[config.mk]
export PLATFORM = sky130hd
export DESIGN_NAME = cam_host_seq
export DESIGN_NICKNAME = d
export VERILOG_FILES = /design/src/rtl/cam_host_seq.sv
export SDC_FILE = /design/constraint.sdc
export NUM_CORES = 1
export LEC_CHECK = 0
export ABC_CLOCK_PERIOD_IN_PS = 2400
export BUFFER_PORTS_ARGS = -buffer_cell sky130_fd_sc_hd__buf_4
export CORE_ASPECT_RATIO = 0.6
export CORE_MARGIN = 2
export CORE_UTILIZATION = 55
export DETAILED_ROUTE_END_ITERATION = 16
export PLACE_DENSITY = 0.88
export SKIP_LAST_GASP = 1
export SLEW_MARGIN = 20
export SYNTH_ARGS = -nofsm -noshare
export SYNTH_HDL_FRONTEND = slang
export SYNTH_SLANG_ARGS = --single-unit
[constraint.sdc]
create_clock -name clk -period 2.4 [get_ports clk]
set_input_delay 0.12 -clock clk [delete_from_list [all_inputs] [get_ports clk]]
set_output_delay 0.12 -clock clk [all_outputs]
set_load 0.02 [all_outputs]
[src/rtl/cam_host_seq.sv]
// Host-side command sequencer for a byte-wide CAM.
// Takes WRITE / LOOKUP / CLEAR commands, serialises them onto cam_ui as a
// header byte (plus a data byte for WRITE), then waits a bounded number of
// cycles for the CAM response strobe on cam_uo[7] and presents the result on a
// valid/ready response port.
// Optional build macro: CAM_HOST_SEQ_STATS_EN adds saturating hit/miss/error
// counters on extra output ports.
//
// state       | meaning
// ------------+-----------------------------------------------------------
// S_IDLE      | ready for a command; cam_ui idle
// S_SEND_HDR  | header byte on cam_ui (zero for the reserved opcode)
// S_SEND_DATA | WRITE value byte on cam_ui
// S_WAIT_RSP  | watching cam_uo[7]; timer counts toward TIMEOUT
// S_RESP      | rsp_valid high until rsp_ready
module cam_host_seq #(
   parameter int unsigned TIMEOUT = 15
) (
   input  logic       clk,
   input  logic       rst,
   input  logic       cmd_valid,
   output logic       cmd_ready,
   input  logic [1:0] cmd_op,
   input  logic [3:0] cmd_key,
   input  logic [3:0] cmd_val,
   output logic [7:0] cam_ui,
   input  logic [7:0] cam_uo,
   output logic       rsp_valid,
   input  logic       rsp_ready,
   output logic       rsp_hit,
   output logic [3:0] rsp_val,
`ifdef CAM_HOST_SEQ_STATS_EN
   output logic       rsp_err,
   output logic [7:0] hit_cnt,
   output logic [7:0] miss_cnt,
   output logic [7:0] err_cnt
`else
   output logic       rsp_err
`endif
);

   localparam logic [1:0] OP_WRITE = 2'b00;
   localparam logic [1:0] OP_RSVD  = 2'b11;

   // Terminal count: the timer reads TIMEOUT-1 during the last allowed WAIT cycle.
   localparam logic [7:0] TIMER_TC = 8'(TIMEOUT - 1);

   typedef enum logic [2:0] {
      S_IDLE,
      S_SEND_HDR,
      S_SEND_DATA,
      S_WAIT_RSP,
      S_RESP
   } state_t;

   state_t     state;
   logic [1:0] op_q;
   logic [3:0] key_q;
   logic [3:0] val_q;
   logic [7:0] timer;

   assign cmd_ready = (state == S_IDLE);

`ifdef CAM_HOST_SEQ_STATS_EN
   function automatic logic [7:0] sat_inc(input logic [7:0] c);
      return (c == 8'hFF) ? c : c + 8'd1;
   endfunction
`endif

   // Main sequencer: state, registered CAM bus, response payload and timer.
   always_ff @(posedge clk) begin
      if (rst) begin
         state     <= S_IDLE;
         op_q      <= 2'b00;
         key_q     <= 4'h0;
         val_q     <= 4'h0;
         timer     <= 8'h00;
         cam_ui    <= 8'h00;
         rsp_valid <= 1'b0;
         rsp_hit   <= 1'b0;
         rsp_val   <= 4'h0;
         rsp_err   <= 1'b0;
`ifdef CAM_HOST_SEQ_STATS_EN
         hit_cnt   <= 8'h00;
         miss_cnt  <= 8'h00;
         err_cnt   <= 8'h00;
`endif
      end else begin
         case (state)
            S_IDLE: begin
               cam_ui <= 8'h00;
               if (cmd_valid) begin
                  op_q  <= cmd_op;
                  key_q <= cmd_key;
                  val_q <= cmd_val;
                  state <= S_SEND_HDR;
                  // The reserved opcode never reaches the CAM, so its header slot stays zero.
                  cam_ui <= (cmd_op == OP_RSVD) ? 8'h00 : {1'b1, cmd_op, 1'b0, cmd_key};
               end
            end

            S_SEND_HDR: begin
               if (op_q == OP_RSVD) begin
                  cam_ui    <= 8'h00;
                  rsp_valid <= 1'b1;
                  rsp_hit   <= 1'b0;
                  rsp_val   <= 4'h0;
                  rsp_err   <= 1'b1;
                  state     <= S_RESP;
`ifdef CAM_HOST_SEQ_STATS_EN
                  err_cnt   <= sat_inc(err_cnt);
`endif
               end else if (op_q == OP_WRITE) begin
                  cam_ui <= {4'b0000, val_q};
                  state  <= S_SEND_DATA;
               end else begin
                  cam_ui <= 8'h00;
                  timer  <= 8'h00;
                  state  <= S_WAIT_RSP;
               end
            end

            S_SEND_DATA: begin
               cam_ui <= 8'h00;
               timer  <= 8'h00;
               state  <= S_WAIT_RSP;
            end

            S_WAIT_RSP: begin
               cam_ui <= 8'h00;
               // A strobe on the terminal-count cycle still counts as a real response.
               if (cam_uo[7]) begin
                  rsp_valid <= 1'b1;
                  rsp_hit   <= cam_uo[6];
                  rsp_val   <= cam_uo[3:0];
                  rsp_err   <= 1'b0;
                  state     <= S_RESP;
`ifdef CAM_HOST_SEQ_STATS_EN
                  if (cam_uo[6]) hit_cnt  <= sat_inc(hit_cnt);
                  else           miss_cnt <= sat_inc(miss_cnt);
`endif
               end else if (timer == TIMER_TC) begin
                  rsp_valid <= 1'b1;
                  rsp_hit   <= 1'b0;
                  rsp_val   <= 4'h0;
                  rsp_err   <= 1'b1;
                  state     <= S_RESP;
`ifdef CAM_HOST_SEQ_STATS_EN
                  err_cnt   <= sat_inc(err_cnt);
`endif
               end else begin
                  timer <= timer + 8'd1;
               end
            end

            S_RESP: begin
               cam_ui <= 8'h00;
               if (rsp_ready) begin
                  rsp_valid <= 1'b0;
                  state     <= S_IDLE;
               end
            end

            default: begin
               cam_ui    <= 8'h00;
               rsp_valid <= 1'b0;
               state     <= S_IDLE;
            end
         endcase
      end
   end

endmodule
Word-level counts from Yosys, hierarchy flattened
Cells that the tools add are included. Widths: inputs -> output; s select.

Register bits after elaboration: 32. Input port bits: 22. Output and inout bits: 16. Word-level logic and storage cells: 68.

Add/subtract/negate cells: 1. Equality and inequality tests: 15. Mux-type cells: 32. Bitwise logic cells: 1. Reduce and logical (&&, ||, !) cells: 10.

Operators with widths (count): $mux 8 (6); $pmux 8 s3 (1); $mux 4 (5); $pmux 8 s2 (1); $mux 3 (5); $pmux 3 s5 (1); $ne 2x2->1 const B (7); $mux 1 (9); $add 8x1->8 const B (1); $eq 8x4->1 const B (1); $pmux 4 s2 (1); $eq 3x2->1 const B (2); $reduce_and 3->1 (2); $reduce_and 5->1 (1); $eq 2x2->1 const B (2); $pmux 1 s2 (2); $pmux 1 s4 (1); $reduce_and 4->1 (1); $eq 3x1->1 const B (1); $eq 3x3->1 const B (1); $logic_not 3->1 (1); $ne 3x3->1 const B (1); $reduce_bool 3->1 (1); $logic_not 2->1 (1); other kinds (4) (4).

Longest topological paths before layout
Gate-level depths: netlist of the first run.

Depth in word-level cells: 4. Mapped depth: 6. Gate-level depth less buffers: 6.

Worst setup path after synthesis of the first run
No wires, ideal clock.

Path type: register to register. Start point: register timer[0]. End point: register rsp_valid. Library setup time: 0.133 ns. Data arrival time: 1.470 ns. Data required time: 2.267 ns. Slack: 0.797 ns. Stages on the path, launching flop included: 7. Buffers on the path: 0. Period minus slack after synthesis: 1.603 ns. Path through: dfxtp_1 -> inv_1 -> ha_1 -> or4b_4 -> o21ai_2 -> o311a_1 -> o22ai_1.

Cells in the longest elaborated chain, start to end: 3.

Ends and longest elaborated chain: from (decl) (RTL line 60) `logic [7:0] timer;`; from (signal assigned) (RTL line 152) `timer <= timer + 8'd1;`; $eq 8x4->1 (RTL line 142) `end else if (timer == TIMER_TC) begin`; $ne 3x3->1 (no source line); $reduce_and 4->1 (no source line); to (signal assigned) (RTL line 143) `rsp_valid <= 1'b1;`; to (signal assigned) (RTL line 159) `rsp_valid <= 1'b0;`; to (signal assigned) (RTL line 166) `rsp_valid <= 1'b0;`; to (decl) (RTL line 28) `output logic rsp_valid,`.

No other way between the ends. A chain may end at the register's enable or synchronous reset.

Worst setup path in the final report of the first run
Same ends and word-level chain as after synthesis.

==> results of run 1 <==
-- synth_stat cells (2+ instances only) --
library cell   n
ha_1           4
nor3b_1        2
a21boi_1       2
dfxtp_1       31
buf_2          3
nand3_1        3
clkbuf_1       3
nor2_2         2
inv_1          5
nand3b_1       2
nor3_1         2
nand2_1        4
a211oi_1       3
mux2i_1        6
a22o_1         9
a31oi_1        2
a21oi_1       11
nor2_1        15
o21ai_1        4
nand2b_1       5
o21a_1         2
-- final timing paths --
kind	from	to	slack (ns)	depth (start not counted)
min	cmd_op[1]	cam_ui[5]	0.04	2
max reg2reg	timer[0]	rsp_valid	0.55	6
max	timer[0]	rsp_valid	0.55	6
min reg2reg	rsp_val[3]	rsp_val[3]	0.48	1
-- state kept, by name (all words and copies together), names as in the netlist --
register and cells:
cam_ui 7, state 3, val_q 4, rsp_val 4, rsp_valid 1, rsp_err 1, timer 8, op_q 2
rsp_hit 1
-- power by group through the flow --
stage               registers, mW  logic [mW]  clock network, mW
floorplan                   0.580       0.143                  0
detailed placement          0.584       0.216                  0
global placement            0.580       0.206                  0
CTS                         0.573       0.218              0.542
global route                0.577       0.238              0.561
finish                      0.573       0.219              0.535
-- kinds of logic (layout without fill, tap and decap cells) --
kind of cell | count (synthesis) | in the layout | share of synthesized area [%]
other | 1 | 1 | 0.256
and+or+nand+nor | 49 | 49 | 22.1
adders and majority gates | 4 | 4 | 3.42
buffers and inverters | 12 | 47 | 3.59
muxes | 6 | 6 | 4.10
AOI/OAI and AO/OA | 46 | 46 | 24.2
DFF | 31 | 31 | 42.4
-- worst max-delay path, cell delays in order (launching register included) --
cell and delay (ns):
dfxtp_1 0.34, inv_1 0.10, ha_1 0.16, or4b_4 0.52
o21ai_2 0.30, o311a_1 0.23, o22ai_1 0.08
-- cells in the final DEF (no fill, tap or decap), types with 2 or more instances in the layout --
master     n
a211oi_1   3
a21boi_1   2
a21oi_1   11
a22o_1     9
a31oi_1    2
buf_4     34
clkbuf_8   6
dfxtp_1   31
ha_1       4
inv_1      5
mux2i_1    6
nand2_1    4
nand2b_1   5
nand3_1    3
nand3b_1   2
nor2_1    15
nor2_2     2
nor3_1     2
nor3b_1    2
o21a_1     2
o21ai_1    4
-- routing by layer --
layer	routed length [um]	up-vias
met5	0	-
met4	61	0
met3	244	9
met2	1690	54
met1	1560	603
li1	-	613
-- area by class of cell --
type | count | area (um2) | share of cell area (%)
clock buffers | 6 | 82.6 | 4.48
repair buffers | 34 | 255 | 13.8
multi-input cells | 106 | 792 | 42.9
flip-flops and latches | 31 | 621 | 33.6
inverters | 5 | 18.8 | 1.02
clock inverters | 2 | 35.0 | 1.90
well taps | 32 | 40.0 | 2.17
-- metrics by stage --
stage	util, %	area (um2)
3_5_place_dp	68.5	1730
5_1_grt	73.1	1840
2_1_floorplan	-	1470
4_1_cts	73.1	1840
6_report	73.1	1840
3_3_place_gp	68.5	1730
==> flow_metrics.tcl, run 1 <==
set metrics [dict create \
    holdWs_ns 0.0368 \
    initial_core_util_pct 58.1 \
    grt_pass1_vias 1236 \
    die_area_um2 3110 \
    grtUsageMet1_pct 31.6 \
    power.internal_mw 0.980 \
    cts.sinks 31 \
    die_h_um 44.0 \
    gr-usage-met3_pct 9.53 \
    layout-drive-gt1-share_pct 29.9 \
    post_cts_buffers 0 \
    yosysTopAreaCell "dfxtp_1" \
    cp-start-kind "register" \
    tns_ns 0 \
    htreeDepth 2 \
    p_sw_mw 0.347 \
    switching_share_pct 26.2 \
    clk_latency_ns 0.29 \
    cts_tree "yes" \
    area_growth_pct 25.9 \
    grt_max_degree 26 \
    grt_usage_pct 25.2 \
    antenna_found_initial 0 \
    power_mw 1.33 \
    yosysWarnings 0 \
    cts-root-buf "clkbuf_8" \
    fmax_mhz 541 \
    netlist_area_um2 1470 \
    cts_hold_buffers 0 \
    cp_max_fo 5 \
    routed_wl_um 3560 \
    grt_overflow_total 0 \
    avgSynthCellArea_um2 9.83 \
    fill_cells 170 \
    dp.cells 208 \
    layout_min_cycle_time_ns 1.85 \
    vias_per_cell 5.92 \
    ys_types 50 \
    gp_congestion 0.826 \
    ios 38 \
    final_nets 209 \
    synth_edf_count 0 \
    peakVddDrop_mv 0.395 \
    seqPwrFrac_pct 43.2 \
    final-max-slew-violation-count 0 \
    cts_resized 0 \
    rsz0062_at_grt "no" \
    syn_nets 175 \
    async_flop_share_pct 0 \
    power_leakage_nw 0.749 \
    fin_skew_ns 0.00672 \
    ant_nets 0 \
    pre_cts_slack_ns 0.611 \
    wl_per_cell_um 16.5 \
    clockBufferDepth 2 \
    finalCritPeriodShare_pct 77.1 \
    netlist_instances 149 \
    grt_pass1_wl_um 5800 \
    setup_viol 0 \
    grt_use_met2_pct 40.4 \
    synth_ff_type "dfxtp_1" \
    instances_no_fill 216 \
    cts_buffers 5 \
    clock_power_share_pct 40.3 \
    critPathKind "reg2reg" \
    remaining_drc_errors 0 \
    outcome "complete, no violations" \
    maxCapViolCount 0 \
    drtIter0Drc 96 \
    synth_top_cell_area_share_pct 42.4 \
    worstSetupEndpointType "register" \
    dr.pass1.iters 4 \
    worstMarginPinSlew_ns 0.860 \
    coreArea_um2 2520 \
    antenna_cells 0 \
    max-slew-margin-rel_pct 41.9 \
    powerDensity_nw_per_um2 720 \
    required_ns 2.57 \
    vias 1279 \
    dpl.hpwl_um 2480 \
    rows 14 \
    port_buffers 34 \
    ys_seq_area_share_pct 42.4 \
    clk_pin_slew_ns 0.07 \
    cp.arrival_ns 2.02 \
    hold_viol_final 0 \
    ys_seq_elements 31 \
    min_path_type "in2reg" \
    setup_slack_ns 0.551 \
    p_comb_share_pct 16.5 \
    die_x_um 70.6 \
    netlist_top_cells_area "dfxtp_1, a22o_1, mux2i_1, nor2_1, a21oi_1" \
    grt.busiest_layer "met2" \
]
Power figures use the tool's default switching activity.
==> run 2: changes to the inputs <==
--- a/config.mk
+++ b/config.mk
@@ -5,13 +5,14 @@
 export SDC_FILE = /design/constraint.sdc
 export NUM_CORES = 1
 export LEC_CHECK = 0
-export ABC_CLOCK_PERIOD_IN_PS = 2400
+export ABC_AREA = 1
+export ABC_CLOCK_PERIOD_IN_PS = 1500
 export BUFFER_PORTS_ARGS = -buffer_cell sky130_fd_sc_hd__buf_4
 export CORE_ASPECT_RATIO = 0.6
 export CORE_MARGIN = 2
-export CORE_UTILIZATION = 55
+export CORE_UTILIZATION = 47
 export DETAILED_ROUTE_END_ITERATION = 16
-export PLACE_DENSITY = 0.88
+export PLACE_DENSITY = 0.8
 export SKIP_LAST_GASP = 1
 export SLEW_MARGIN = 20
 export SYNTH_ARGS = -nofsm -noshare
==> constraint.sdc (replaced) <==
create_clock -name clk -period 1.5 [get_ports clk]
set_input_delay 0.075 -clock clk [delete_from_list [all_inputs] [get_ports clk]]
set_output_delay 0.075 -clock clk [all_outputs]
set_load 0.02 [all_outputs]
==> flow_metrics.tcl, run 2 <==
set metrics [dict create \
    regMostFlops "timer" \
    max_stage_delay_ns 0.35 \
    tns_ns 0 \
    maxCapViolCount 0 \
    peakVddDrop_mv 0.716 \
    htreeDepth 2 \
    gp_congestion 0.846 \
    powerDensity_nw_per_um2 1170 \
    yosysWarnings 0 \
    crit_path_frequent_cell "nand2_1" \
    synth_ff_type "dfxtp_1" \
    regToRegSetupSlack_ns 0.12 \
    initial_core_util_pct 50.5 \
    fin_area_um2 2010 \
    routed_wl_um 3480 \
    ys_seq_elements 31 \
    ios 38 \
    yosysTopAreaCell "dfxtp_1" \
    finalCritPeriodShare_pct 92.1 \
    cp.arrival_ns 1.61 \
    netlist_instances 207 \
    ys_types 24 \
    post-synth-top-count-cell "nand2_1" \
    worstSetupEndpointType "register" \
    syn_nets 233 \
    hold_end "cam_ui[2]" \
    netlist_area_um2 1490 \
    layout_min_cycle_time_ns 1.38 \
    r2r-start "op_q[0]" \
    layout_commonest_cell "nand2_1" \
    wl_met2_um 1460 \
    grt_pass1_wl_um 5600 \
    drtIter0Drc 93 \
    cp-start-kind "register" \
    port_buffers 34 \
    cpLargestDelayFamily "simple AND/OR/NAND/NOR gates" \
    clock_power_share_pct 30.4 \
    clk_latency_ns 0.28 \
    dr.pass1.iters 4 \
    hold_depth 3 \
    ys_seq_area_share_pct 41.7 \
    grt_usage_pct 20.4 \
    layout-drive-gt1-share_pct 29.3 \
    clk_pin_slew_ns 0.06 \
    cp_cell_sequence "inv_1 -> ha_1 -> inv_1 -> nand2_1 -> nand3_1 -> nand2_1 -> inv_2 -> nand3_2 -> nand2_1 -> nand2_1 -> nor2_1" \
    die_h_um 47.6 \
    rsz0062_at_grt "yes" \
    netlist_top_cells_area "dfxtp_1, nand2_1, a21oi_1, inv_1, nor2_1" \
    hold_viol_final 0 \
    hp-start "cmd_key[2]" \
    grt_pass1_vias 1290 \
    netlist_top_cells_count "nand2_1, dfxtp_1, inv_1" \
    setup_viol 0 \
    switching_share_pct 32.5 \
    grt_overflow_total 0 \
    cts_buffers 5 \
    remaining_drc_errors 0 \
    synth_top_cell_area_share_pct 41.7 \
    clockBufferDepth 2 \
    vias 1461 \
    cts-root-buf "clkbuf_8" \
    required_ns 1.73 \
    holdWs_ns 0.00453 \
    fin_skew_ns 0.00514 \
    fill_cells 259 \
    final-max-slew-violation-count 0 \
    power.internal_mw 1.59 \
    antenna_found_initial 0 \
    cp_max_fo 6 \
    met1_length_um 1710 \
    coreArea_um2 2950 \
    area_growth_pct 35.3 \
    mostFrequentLayoutCells "nand2_1, buf_4, dfxtp_1, inv_1, a21oi_1" \
    ff2ff_path_depth 11 \
    critical-path-slowest-cell "dfxtp_1" \
    min_path_type "in2reg" \
    critPathKind "reg2reg" \
    p_sw_mw 0.767 \
    outcome "complete, no violations" \
    largestRegisters "timer (8), cam_ui (7)" \
    dpl.hpwl_um 2470 \
    r2r-end "timer[6]" \
    cts_tree "yes" \
    synth_edf_count 0 \
    rows 15 \
    wl_met3_um 247 \
    die_x_um 76.6 \
    place_area_um2 1830 \
    final_nets 284 \
    async_flop_share_pct 0 \
    seqPwrFrac_pct 41.3 \
    pre_cts_slack_ns 0.0580 \
    vias_per_cell 4.85 \
    antenna_cells 0 \
    cts.sinks 31 \
    ant_nets 0 \
    grt_max_degree 18 \
    fmax_mhz 724 \
    die_area_um2 3650 \
    power_leakage_nw 0.891 \
    avgSynthCellArea_um2 7.19 \
    largest_register_ffs 8 \
    wl_per_cell_um 11.5 \
    p_comb_share_pct 28.3 \
    top_layer "met4" \
    setup_slack_ns 0.118 \
    path_buf_inv 3 \
]
-- run 2: timing repair --
item	CTS	global route
endpoints found under the hold margin	5	0
hold buffers	5	0
resized for setup	0	5
endpoints found under the setup margin	0	15
setup buffers	0	1
-- run 2: layer usage --
metal / track usage [%] / vias to the layer above
li1: - / 766
met1: 26.6 / 638
met2: 33.1 / 50
met3: 6.04 / 7
met4: 8.73 / 0
met5: 0 / -
-- run 2: cells by family (layout without fill, tap and decap cells) --
family | count (synthesis) | after routing | share of synthesized area, %
AND/OR/NAND/NOR | 101 | 102 | 32.5
flip-flops | 31 | 31 | 41.7
adder cells (fa/ha/maj) | 4 | 4 | 3.36
other | 1 | 1 | 0.252
AO/OA/AOI/OAI | 36 | 36 | 13.1
buffers and inverters | 34 | 85 | 9.00
-- run 2: power groups by stage --
stage	clock network, mW	logic (mW)	registers, mW
floorplan	0	0.385	1.01
global placement	0	0.609	0.983
detailed placement	0	0.615	0.987
CTS	0.733	0.628	0.969
global route	0.760	0.746	0.985
finish	0.717	0.668	0.976
-- run 2: worst reg2reg max path: cells and delay by family (launching register included) --
family	cells	cell delay, ns
and+or+nand+nor	7	0.54
DFF	1	0.35
buffers and inverters	3	0.23
adders and majority gates	1	0.20
-- run 2: how the worst max path moves through the flow --
| stage | startpoint | to | slack (ns) | depth (start not counted) |
|---|---|---|---|---|
| after detailed placement | timer[0] | rsp_valid | 0.06 | 8 |
| after CTS | timer[0] | rsp_valid | 0.03 | 8 |
| after floorplan | state[2] | val_q[0] | 0.03 | 7 |
| after global routing | op_q[0] | timer[0] | -0.02 | 10 |
| after global placement | timer[0] | rsp_val[1] | 0.11 | 9 |
| final | op_q[0] | timer[6] | 0.12 | 11 |
-- run 2: cell type report --
cell class	count	area (um2)	area share, %
multi-input cells	143	757	37.6
flip-flops and latches	31	622	30.9
repair buffers	48	373	18.5
inverters	29	109	5.41
clock buffers	8	100	4.97
well taps	42	52.6	2.61
-- run 2: per-stage QoR --
stage / power, mW / utilization, % / std cells
floorplan: 1.39 / - / 207
global placement: 1.59 / 62.1 / 286
detailed placement: 1.60 / 62.1 / 286
CTS: 2.33 / 67.2 / 299
global route: 2.49 / 68.3 / 301
finish: 2.36 / 68.3 / 301
==> run 3: changes to the inputs <==
--- a/config.mk
+++ b/config.mk
@@ -8,7 +8,7 @@
 export ABC_AREA = 1
 export ABC_CLOCK_PERIOD_IN_PS = 1500
 export BUFFER_PORTS_ARGS = -buffer_cell sky130_fd_sc_hd__buf_4
-export CORE_ASPECT_RATIO = 0.6
+export CORE_ASPECT_RATIO = 1.5
 export CORE_MARGIN = 2
 export CORE_UTILIZATION = 47
 export DETAILED_ROUTE_END_ITERATION = 16
==> flow_metrics.tcl, run 3 (same netlist as run 2, synthesis figures left out) <==
set metrics [dict create \
    cts_buffers 5 \
    routed_wl_um 3380 \
    grt.busiest_layer "met2" \
    die_x_um 49.9 \
    ios 38 \
    rsz0062_at_grt "yes" \
    hold_viol_final 1 \
    layout-drive-gt1-share_pct 30.5 \
    cts_tree "yes" \
    grt_pass1_wl_um 5580 \
    mostFrequentLayoutCells "nand2_1, buf_4, dfxtp_1, inv_1, a21oi_1" \
    cts-root-buf "clkbuf_8" \
    fmax_mhz 707 \
    gp_congestion 0.799 \
    clockBufferDepth 2 \
    critPathKind "reg2reg" \
    maxCapViolCount 0 \
    finalCritPeriodShare_pct 94.3 \
    p_sw_mw 0.771 \
    port_buffers 34 \
    layout_min_cycle_time_ns 1.41 \
    antenna_found_initial 0 \
    vias_per_cell 4.81 \
    holdWs_ns -0.000278 \
    fin_skew_ns 0.00546 \
    dp.cells 282 \
    cp-start-kind "register" \
    largest_register_ffs 8 \
    coreArea_um2 3100 \
    worstSetupEndpointType "register" \
    switching_share_pct 31.2 \
    power_leakage_nw 0.889 \
    grtUsageMet1_pct 20.8 \
    gr-usage-met3_pct 4.10 \
    powerDensity_nw_per_um2 1220 \
    initial_core_util_pct 48.0 \
    outcome "complete, but fails checks" \
    cp.arrival_ns 1.59 \
    cp_max_fo 6 \
    power.internal_mw 1.70 \
    clk_latency_ns 0.28 \
    grt_max_degree 18 \
    instances_no_fill 296 \
    required_ns 1.67 \
    rows 25 \
    dpl.hpwl_um 2360 \
    die_area_um2 3640 \
    final_nets 281 \
    grt_overflow_total 0 \
    failed_checks "negative hold slack" \
    min_path_type "in2reg" \
    vias 1425 \
    wl_per_cell_um 11.4 \
    p_comb_share_pct 26.6 \
    layout_commonest_cell "nand2_1" \
    dr.pass1.iters 4 \
    regMostFlops "timer" \
    antenna_cells 0 \
    area_growth_pct 35.8 \
    cts.sinks 31 \
    final-max-slew-violation-count 0 \
    drtIter0Drc 19 \
    clk_pin_slew_ns 0.07 \
    post_cts_buffers 0 \
    largestRegisters "timer (8), cam_ui (7)" \
    ant_nets 0 \
    setup_viol 0 \
    grt_usage_pct 20.3 \
    remaining_drc_errors 0 \
    finish.utilization_pct 65.3 \
    clock_power_share_pct 34.2 \
    seqPwrFrac_pct 39.2 \
    grt_use_met2_pct 37.5 \
    peakVddDrop_mv 0.981 \
    grt_pass1_vias 1363 \
    die_h_um 72.9 \
    htreeDepth 2 \
]
[run 3: cell types whose count changed in the layout (fill, tap and decap cells not counted), moves of 2 or more]
cell / previous run / this run
nor2_1: 20 / 18
nor2_2: 3 / 6
dfxtp_2: 1 / 3
buf_4: 43 / 40
dfxtp_1: 30 / 28
[run 3: stage by stage]
step	setup WS [ns]	TNS, ns	power (mW)	instance area [um2]
floorplan	0.0304	0	1.39	1490
global placement	0.0803	0	1.57	1810
detailed placement	0.0345	0	1.58	1810
CTS	0.0531	0	2.45	1980
global route	-0.00175	-0.00256	2.62	2020
finish	0.0857	0	2.48	2020
[run 3: path summary, 6_finish.rpt]
check                  start         to  slack [ns]  depth (start not counted)
setup / recovery     op_q[1]   timer[0]        0.09                         10
hold / removal    cmd_key[3]  cam_ui[3]     -0.0003                          3
setup reg to reg     op_q[1]   timer[0]        0.09                         10
hold reg to reg     val_q[3]   val_q[3]        0.45                          2
[run 3: critical path: stages (launching register included)]
cell and delay [ns]:
dfxtp_1 0.35, inv_1 0.05, ha_1 0.19, inv_1 0.05, nand2_1 0.04, nand3_1 0.06
nand2_1 0.06, inv_2 0.13, nand3_2 0.16, o21ai_1 0.16, nor2_1 0.05
[run 3: power groups by stage]
stage | Combinational (mW) | Sequential [mW] | Clock, mW
6_report | 0.659 | 0.970 | 0.846
3_5_place_dp | 0.599 | 0.983 | 0
2_1_floorplan | 0.385 | 1.01 | 0
3_3_place_gp | 0.589 | 0.984 | 0
4_1_cts | 0.618 | 0.968 | 0.861
5_1_grt | 0.739 | 0.981 | 0.895
[run 3: metal layers]
metal  vias to the layer above  wire [um]
li1                        757          -
met1                       643       1310
met2                        20       1930
met3                         5         77
met4                         0         68
met5                         -          0
[run 3: timing repair]
item / 4_1_cts / 5_1_grt
setup endpoints to repair: 1 / 13
hold buffers: 5 / 0
gates resized for setup: 1 / 9
cloned: 0 / 1
endpoints found under the hold margin: 5 / 0
[run 3: final cells by class]
type | instances | area [um2]
Clock inverter | 2 | 35.0
Multi-Input combinational cell | 143 | 769
Fill cell | 277 | 1080
Inverter | 29 | 109
Tap cell | 40 | 50.0
Clock buffer | 6 | 82.6
Sequential cell | 31 | 624
Timing Repair Buffer | 45 | 350
